`src/rtl/trd_sched_pkg.sv`:
```
// Shared definitions for the thread scheduler: sizing, per-thread state
// encoding, write-back thread-control encodings and a RUN-vector helper.
package trd_sched_pkg;

   localparam int unsigned NUM_TRD = 8;
   localparam int unsigned TRD_W   = $clog2(NUM_TRD);

   typedef enum logic [1:0] {
      TRD_FREE  = 2'b00,
      TRD_RUN   = 2'b01,
      TRD_SLEEP = 2'b10
   } trd_state_t;

   // trd_ctrl field decoded in write-back into the individual pulses
   typedef enum logic [2:0] {
      CTRL_NONE  = 3'b000,
      CTRL_SLEEP = 3'b001,
      CTRL_WAKE  = 3'b010,
      CTRL_KILL  = 3'b011,
      CTRL_INIT  = 3'b111
   } trd_ctrl_t;

   // One bit per thread, set where the thread is RUN
   function automatic logic [NUM_TRD-1:0] run_vec(input trd_state_t [NUM_TRD-1:0] st);
      logic [NUM_TRD-1:0] v;
      v = '0;
      for (int i = 0; i < int'(NUM_TRD); i++) begin
         v[i] = (st[i] == TRD_RUN);
      end
      return v;
   endfunction

endpackage

```
`src/rtl/trd_sched_rr_arb.sv`:
```
// Rotate-priority encoder: finds the first set request bit searching
// last+1, last+2, ... last+N (mod N), so the previous grant is searched last.
//   req   : request vector, one bit per requester
//   last  : previous grant
//   gnt_c : next grant (equals last when nothing is requested)
//   vld_c : at least one request bit is set
module rr_arb #(
   parameter int unsigned N = 8,
   parameter int unsigned W = 3
) (
   input  logic [N-1:0] req,
   input  logic [W-1:0] last,
   output logic [W-1:0] gnt_c,
   output logic         vld_c
);

   logic [W-1:0] idx_c;

   // Walk offsets from farthest to nearest so the nearest hit wins.
   // Offset N wraps to last itself because N is a power of two.
   always_comb begin
      gnt_c = last;
      vld_c = 1'b0;
      idx_c = '0;
      for (int unsigned i = N; i >= 1; i--) begin
         idx_c = W'(last + W'(i));
         if (req[idx_c]) begin
            gnt_c = idx_c;
            vld_c = 1'b1;
         end
      end
   end

endmodule

```
`src/rtl/trd_sched.sv`:
```
// Thread scheduler and state table, fed by the write-back control pulses.
//   clk, rst_n           : core clock, async active-low reset
//   kill/sleep/wake/init_wb : decoded write-back thread-control pulses
//   flushWB              : write-back instruction squashed, pulses ignored
//   trd_wb, tgt_trd      : issuing thread, wake target
//   stall_if             : fetch stalled, hold the current pick
//   new_trd              : lowest FREE thread (0 if none), combinational
//   fetch_trd, fetch_vld : registered round-robin fetch selection
//   flush_vld, flush_trd : registered one-cycle front-end flush request
//   trd_run              : registered per-thread RUN status
module trd_sched
   import trd_sched_pkg::*;
(
   input  logic               clk,
   input  logic               rst_n,
   input  logic               kill,
   input  logic               sleep,
   input  logic               wake,
   input  logic               init_wb,
   input  logic               flushWB,
   input  logic [TRD_W-1:0]   trd_wb,
   input  logic [TRD_W-1:0]   tgt_trd,
   input  logic               stall_if,
   output logic [TRD_W-1:0]   new_trd,
   output logic [TRD_W-1:0]   fetch_trd,
   output logic               fetch_vld,
   output logic               flush_vld,
   output logic [TRD_W-1:0]   flush_trd,
   output logic [NUM_TRD-1:0] trd_run
);

   trd_state_t [NUM_TRD-1:0] state_q, state_d;
   logic [NUM_TRD-1:0]       wake_pend_q, wake_pend_d;
   logic [TRD_W-1:0]         fetch_trd_q, fetch_trd_d;
   logic                     fetch_vld_q, fetch_vld_d;
   logic                     flush_vld_q, flush_vld_d;
   logic [TRD_W-1:0]         flush_trd_q, flush_trd_d;
   logic [NUM_TRD-1:0]       trd_run_q, trd_run_d;

   logic [TRD_W-1:0]         new_trd_c;
   logic                     free_any_c;
   logic [NUM_TRD-1:0]       run_nxt_c;
   logic [TRD_W-1:0]         arb_gnt_c;
   logic                     arb_vld_c;

   // State register
   always_ff @(posedge clk or negedge rst_n) begin
      if (!rst_n) begin
         for (int i = 0; i < int'(NUM_TRD); i++) begin
            state_q[i] <= TRD_FREE;
         end
         state_q[0]  <= TRD_RUN;
         wake_pend_q <= '0;
         fetch_trd_q <= '0;
         fetch_vld_q <= 1'b1;
         flush_vld_q <= 1'b0;
         flush_trd_q <= '0;
         trd_run_q   <= NUM_TRD'(1);
      end else begin
         state_q     <= state_d;
         wake_pend_q <= wake_pend_d;
         fetch_trd_q <= fetch_trd_d;
         fetch_vld_q <= fetch_vld_d;
         flush_vld_q <= flush_vld_d;
         flush_trd_q <= flush_trd_d;
         trd_run_q   <= trd_run_d;
      end
   end

   // Lowest-index FREE thread from registered state; 0 doubles as failure
   always_comb begin
      new_trd_c  = '0;
      free_any_c = 1'b0;
      for (int i = int'(NUM_TRD) - 1; i >= 0; i--) begin
         if (state_q[i] == TRD_FREE) begin
            new_trd_c  = TRD_W'(i);
            free_any_c = 1'b1;
         end
      end
   end

   // Next-state: thread table updates from write-back events
   always_comb begin
      state_d     = state_q;
      wake_pend_d = wake_pend_q;
      flush_vld_d = 1'b0;
      flush_trd_d = flush_trd_q;
      if (!flushWB) begin
         if (kill) begin
            // Thread 0 is the permanent root thread
            if (trd_wb != '0) begin
               state_d[trd_wb]     = TRD_FREE;
               wake_pend_d[trd_wb] = 1'b0;
               flush_vld_d         = 1'b1;
               flush_trd_d         = trd_wb;
            end
         end else if (sleep) begin
            // A wake that arrived while running cancels this sleep
            if (wake_pend_q[trd_wb]) begin
               wake_pend_d[trd_wb] = 1'b0;
            end else begin
               state_d[trd_wb] = TRD_SLEEP;
               flush_vld_d     = 1'b1;
               flush_trd_d     = trd_wb;
            end
         end else if (wake) begin
            case (state_q[tgt_trd])
               TRD_SLEEP: state_d[tgt_trd]     = TRD_RUN;
               TRD_RUN:   wake_pend_d[tgt_trd] = 1'b1;
               default:   ;
            endcase
         end else if (init_wb) begin
            if (free_any_c) begin
               state_d[new_trd_c] = TRD_RUN;
            end
         end
      end
   end

   // Scheduling looks at next-state so a thread leaving RUN is never picked
   assign run_nxt_c = run_vec(state_d);

   rr_arb #(
      .N (NUM_TRD),
      .W (TRD_W)
   ) u_rr_arb (
      .req   (run_nxt_c),
      .last  (fetch_trd_q),
      .gnt_c (arb_gnt_c),
      .vld_c (arb_vld_c)
   );

   // Output next-values: fetch selection and RUN status
   always_comb begin
      trd_run_d   = run_nxt_c;
      fetch_trd_d = fetch_trd_q;
      fetch_vld_d = 1'b0;
      if (stall_if) begin
         fetch_vld_d = run_nxt_c[fetch_trd_q];
      end else if (arb_vld_c) begin
         fetch_trd_d = arb_gnt_c;
         fetch_vld_d = 1'b1;
      end
   end

   assign new_trd   = new_trd_c;
   assign fetch_trd = fetch_trd_q;
   assign fetch_vld = fetch_vld_q;
   assign flush_vld = flush_vld_q;
   assign flush_trd = flush_trd_q;
   assign trd_run   = trd_run_q;

endmodule

```
`config.mk`:
```
export PLATFORM = sky130hd
export DESIGN_NAME = trd_sched
export DESIGN_NICKNAME = d
export VERILOG_FILES = /design/src/rtl/trd_sched_pkg.sv /design/src/rtl/trd_sched_rr_arb.sv /design/src/rtl/trd_sched.sv
export SDC_FILE = /design/constraint.sdc
export NUM_CORES = 1
export LEC_CHECK = 0
export CAP_MARGIN = 20
export CORE_ASPECT_RATIO = 1.1
export CORE_UTILIZATION = 35
export CTS_CLUSTER_DIAMETER = 200
export DETAILED_ROUTE_END_ITERATION = 12
export HOLD_SLACK_MARGIN = 0.1
export PLACE_DENSITY = 0.62
export SKIP_CTS_REPAIR_TIMING = 1
export SYNTH_ARGS = -nofsm -noshare
export SYNTH_HDL_FRONTEND = slang
export SYNTH_SLANG_ARGS = --single-unit
```
`constraint.sdc`:
```
create_clock -name clk -period 2.9 [get_ports clk]
set_input_delay 0.725 -clock clk [delete_from_list [all_inputs] [get_ports clk]]
set_output_delay 0.725 -clock clk [all_outputs]
set_load 0.02 [all_outputs]
```
==> impl_summary.txt <==
----------------------------------------------------
[Outcome]
  Result of the run ... complete, but fails checks
  Violations in the final reports ... negative setup slack

[Global route]
  Global-route wire length before repair ... 24400 um
  GRT Total Usage ... 28.0%
  Met3 usage in global routing ... 3.40%
  Number of global-route vias before repair ... about 4600
  Layer with the highest usage ... met2
  Antenna violations before repair ... 0
  Met1 layer usage reported by global route ... 40.8%
  Pin count of the biggest net entering global routing ... 22
  Met2 track demand over resource in global routing ... between 40 and 50%
  Total global routing overflow ... 0

[Yosys]
  Share of flip-flops with an asynchronous set or reset ... between 90% and 100%
  Synthesized Nets ... about 470
  Number of synthesized flops with an enable pin ... 0
  Number of warning messages in the yosys log ... 0
  Number of distinct library cell variants in the gate-level netlist after synthesis ... 96
  Synthesized area divided by synthesized cell count ... 8.25 sq um
  Number of flip-flops and latches in the synthesized netlist ... 40
  Number of instances in the synthesized netlist ... 458
  Sequential element share of the synthesized area ... around a quarter
  Most used DFF post-synth ... dfrtp_1
  Post-synthesis cell area ... between 0.003 and 0.004 sq mm

[Floorplanning]
  Placement Rows ... 39
  Die W ... 101 um
  Placeable core region ... 0.0104 sq mm
  I/O Pins ... 33
  Starting density of the core ... 36.2%
  Die span in y ... 111 um
  Die footprint ... around 0.011 sq mm

[Finish]
  Share of cells above drive strength 1 ... 43.9%
  Total area of multi-input combinational cells ... 0.00287 sq mm
  Final core utilization ... 59.4%
  Final Non-Filler Cells ... 819
  Net total in the final layout ... between 600 and 700
  Area occupied by registers ... 0.00100 sq mm
  Antenna fix cells ... 0
  Fillers ... 931
  Signed area change from the synthesized netlist to the final layout ... 64.2%

[Min path]
  HP Class ... in2async

[Route]
  Detail Route Antenna Nets ... 0
  Via/cell ratio ... 6.11
  Drt initial violations ... 478
  TritonRoute pass-1 iters ... 5
  Mean routed wirelength per cell ... ~20 um
  # DRC ... 0
  Total Routed Length ... between 15000 and 20000 um
  Vias ... between 5000 and 6000

[STA]
  Setup skew after layout ... approximately 0.012 ns
  Achievable Freq ... 0.285 GHz
  Unrepaired setup endpoints after global routing ... true
  Min setup slack post-route ... -0.606 ns
  Number of pins with negative max-slew slack in the final report ... 0
  Summed negative setup slack over all endpoints ... -1.87 ns
  Minimum period implied by the final worst setup slack ... 3.51 ns
  Worst Max-Slew Pin Slew ... between 0.6 and 0.7 ns
  Max-Slew Margin vs Limit ... 56.8%
  Final count of hold timing violations ... 0
  Ratio of final minimum period to clock period ... 121%
  Final setup violation count ... 4

[Worst setup path]
  Cell type group with the largest total delay on the critical path ... compound AO/OA/AOI/OAI gates
  Kind of capture point of the worst setup path ... flip-flop
  Reg2reg path depth ... 13
  CP required ... 3.07 ns
  Worst reg2reg path endpoint ... fetch_trd[0]
  Logic depth of the worst setup path including buffers ... 14
  Arrival time at the worst endpoint ... 3.68 ns
  Reg-to-reg slack, setup ... -0.50 ns
  Number of buffer and inverter instances along the worst setup path ... 4
  Slowest-stage cell, CP ... or4b_4
  Worst path cell trace ... buf_8 > clkbuf_16 > or4b_4 > o221a_4 > o221ai_4 > a211oi_4 > a211oi_4 > buf_4 > a311oi_2 > buf_4 > a2111oi_4 > nor2_1 > a311oi_1 > a2bb2oi_1
  Largest stage delay on the critical path ... 0.53 ns
  Critical R2R Launch ... state_q[6]
  Max Fanout on Critical Path ... 4
  Sort of element at the start of the critical path ... input pin
  Class of the most critical setup path ... in2reg

[Clocking]
  Sinks on Clock Net ... 40
  CTS max path bufs ... 2
  Clock transition at the registers of the reported paths ... 0.07 ns
  Worst skew pair latency ... 0.30 ns
  CTS Root Cell ... clkbuf_16
  TritonCTS clock tree ... done
  TritonCTS buffer count ... 5
  Maximum level of the CTS H-tree ... 2

[Power and ir drop]
  Internal power contribution ... 3.07 mW
  Part of the total power dissipated in combinational logic ... approximately three quarters
  Clock power share ... 9.8%
  Switch Pwr ... 2.71 mW
  Switching power as a share of total power ... between 40% and 50%
  LEAKAGE ... 2.67 nW
  Peak supply drop ... ~520 uV
  Sequential fraction of design power ... 14.6%
  Power per cell area ... 932 mW/mm^2
  Overall power consumption ... 5.78 mW

[Job]
  Max-cap violations ... 0

[Place]
  Number of buffers inserted by port buffering ... 32
  Setup WS pre-CTS ... -1.36 ns
  # placed instances ... 787
  RePlAce Congestion ... 1.03
  Placed wire-length estimate after detailed placement ... 12000 um

----------------------------------------------------
cell families after synthesis:
| group | after synthesis | share of synthesized area [%] |
|---|---|---|
| buffers and inverters | 48 | 5.07 |
| flip-flops | 40 | 26.6 |
| XOR/XNOR | 6 | 1.39 |
| AO/OA/AOI/OAI | 185 | 37.7 |
| AND/OR/NAND/NOR | 163 | 23.3 |
| adder cells (fa/ha/maj) | 2 | 0.662 |
| multiplexers | 14 | 5.33 |
worst max-delay path by stage:
stage                           from      endpoint  slack [ns]
after floorplan           tgt_trd[0]  fetch_trd[2]       -0.28
after global placement    tgt_trd[1]  fetch_trd[0]       -1.20
after detailed placement   trd_wb[1]  fetch_trd[1]       -1.36
after CTS                  trd_wb[1]  fetch_trd[1]       -1.07
after global routing       trd_wb[1]  fetch_trd[1]       -0.72
final                      trd_wb[1]  fetch_trd[1]       -0.61
routing by layer:
layer / wire length [um] / vias up / share of wire (%)
li1: - / 2242 / -
met1: 6810 / 2456 / 42
met2: 7670 / 276 / 47
met3: 1340 / 33 / 8.3
met4: 337 / 0 / 2.1
met5: 0 / - / 0
synth_stat cells, types with 4 or more instances:
cell | n | area (sq um)
o21ai_1 | 4 | 20.0
o211ai_1 | 6 | 45.0
a21o_1 | 4 | 30.0
a211oi_1 | 7 | 52.6
clkbuf_1 | 16 | 60.1
a31o_2 | 4 | 35.0
nand2_1 | 27 | 101
and3_1 | 4 | 25.0
xnor2_1 | 4 | 35.0
o21ai_0 | 31 | 155
a2111oi_2 | 4 | 60.1
buf_2 | 6 | 30.0
nand4_1 | 7 | 43.8
buf_1 | 4 | 15.0
o2111ai_1 | 4 | 35.0
a31oi_1 | 14 | 87.6
nor4_1 | 7 | 43.8
nor3_1 | 11 | 55.1
nand3b_1 | 5 | 37.5
a21oi_1 | 31 | 155
mux2i_1 | 6 | 60.1
dfrtp_1 | 37 | 926
nand3_1 | 20 | 100
nor2b_1 | 7 | 43.8
a311oi_1 | 4 | 35.0
inv_1 | 18 | 67.6
a32oi_1 | 4 | 35.0
and2_1 | 4 | 25.0
nor3b_1 | 4 | 30.0
nor2_1 | 43 | 161
o22ai_1 | 6 | 37.5
flip-flops by register name (all words and copies together), names as in the netlist:
signal       cells
wake_pend_q      8
fetch_vld        1
state_q         16
flush_vld        1
flush_trd        3
fetch_trd        3
trd_run          8
placed cells by master, fill, tap and decap left out, types with 4 or more instances in the layout:
master | netlist | final
a211oi_1 | 7 | 5
a21o_1 | 4 | 4
a21oi_1 | 31 | 29
a31o_2 | 4 | 4
a31oi_1 | 14 | 13
and2_1 | 4 | 4
and3_1 | 4 | 4
buf_4 | 1 | 196
buf_6 | 0 | 4
clkbuf_16 | 0 | 6
clkbuf_2 | 0 | 5
clkdlybuf4s50_1 | 0 | 20
dfrtp_1 | 37 | 37
dlymetal6s2s_1 | 0 | 5
inv_1 | 18 | 18
mux2i_1 | 6 | 5
nand2_1 | 27 | 26
nand3_1 | 20 | 17
nand3b_1 | 5 | 5
nand4_1 | 7 | 7
nor2_1 | 43 | 43
nor2b_1 | 7 | 6
nor3_1 | 11 | 8
nor3_2 | 1 | 4
nor4_1 | 7 | 5
o2111ai_1 | 4 | 4
o211ai_1 | 6 | 6
o21ai_0 | 31 | 26
o21ai_1 | 4 | 6
o22ai_1 | 6 | 6
xnor2_1 | 4 | 4
layout make-up:
| class | count | share of cell area (%) |
|---|---|---|
| clock inverter | 2 | 0.202 |
| clock buffer | 6 | 2.08 |
| inverter | 21 | 1.27 |
| tap | 143 | 2.89 |
| timing repair buffer | 237 | 31.0 |
| multi-input combinational | 370 | 46.3 |
| sequential | 40 | 16.2 |
power groups by stage:
stage | logic (mW) | registers (mW) | clock network [mW]
finish | 4.37 | 0.846 | 0.569
global route | 4.64 | 0.859 | 0.606
CTS | 3.89 | 0.841 | 0.578
detailed placement | 3.87 | 0.847 | 0
global placement | 3.82 | 0.845 | 0
floorplan | 2.15 | 0.917 | 0
per-stage QoR:
step	area, sq um	hold WS, ns
2_1_floorplan	3860	0.429
3_3_place_gp	5620	0.495
3_5_place_dp	5620	0.502
4_1_cts	5760	0.420
5_1_grt	6200	0.440
6_report	6200	0.398
Power figures use the tool's default switching activity.
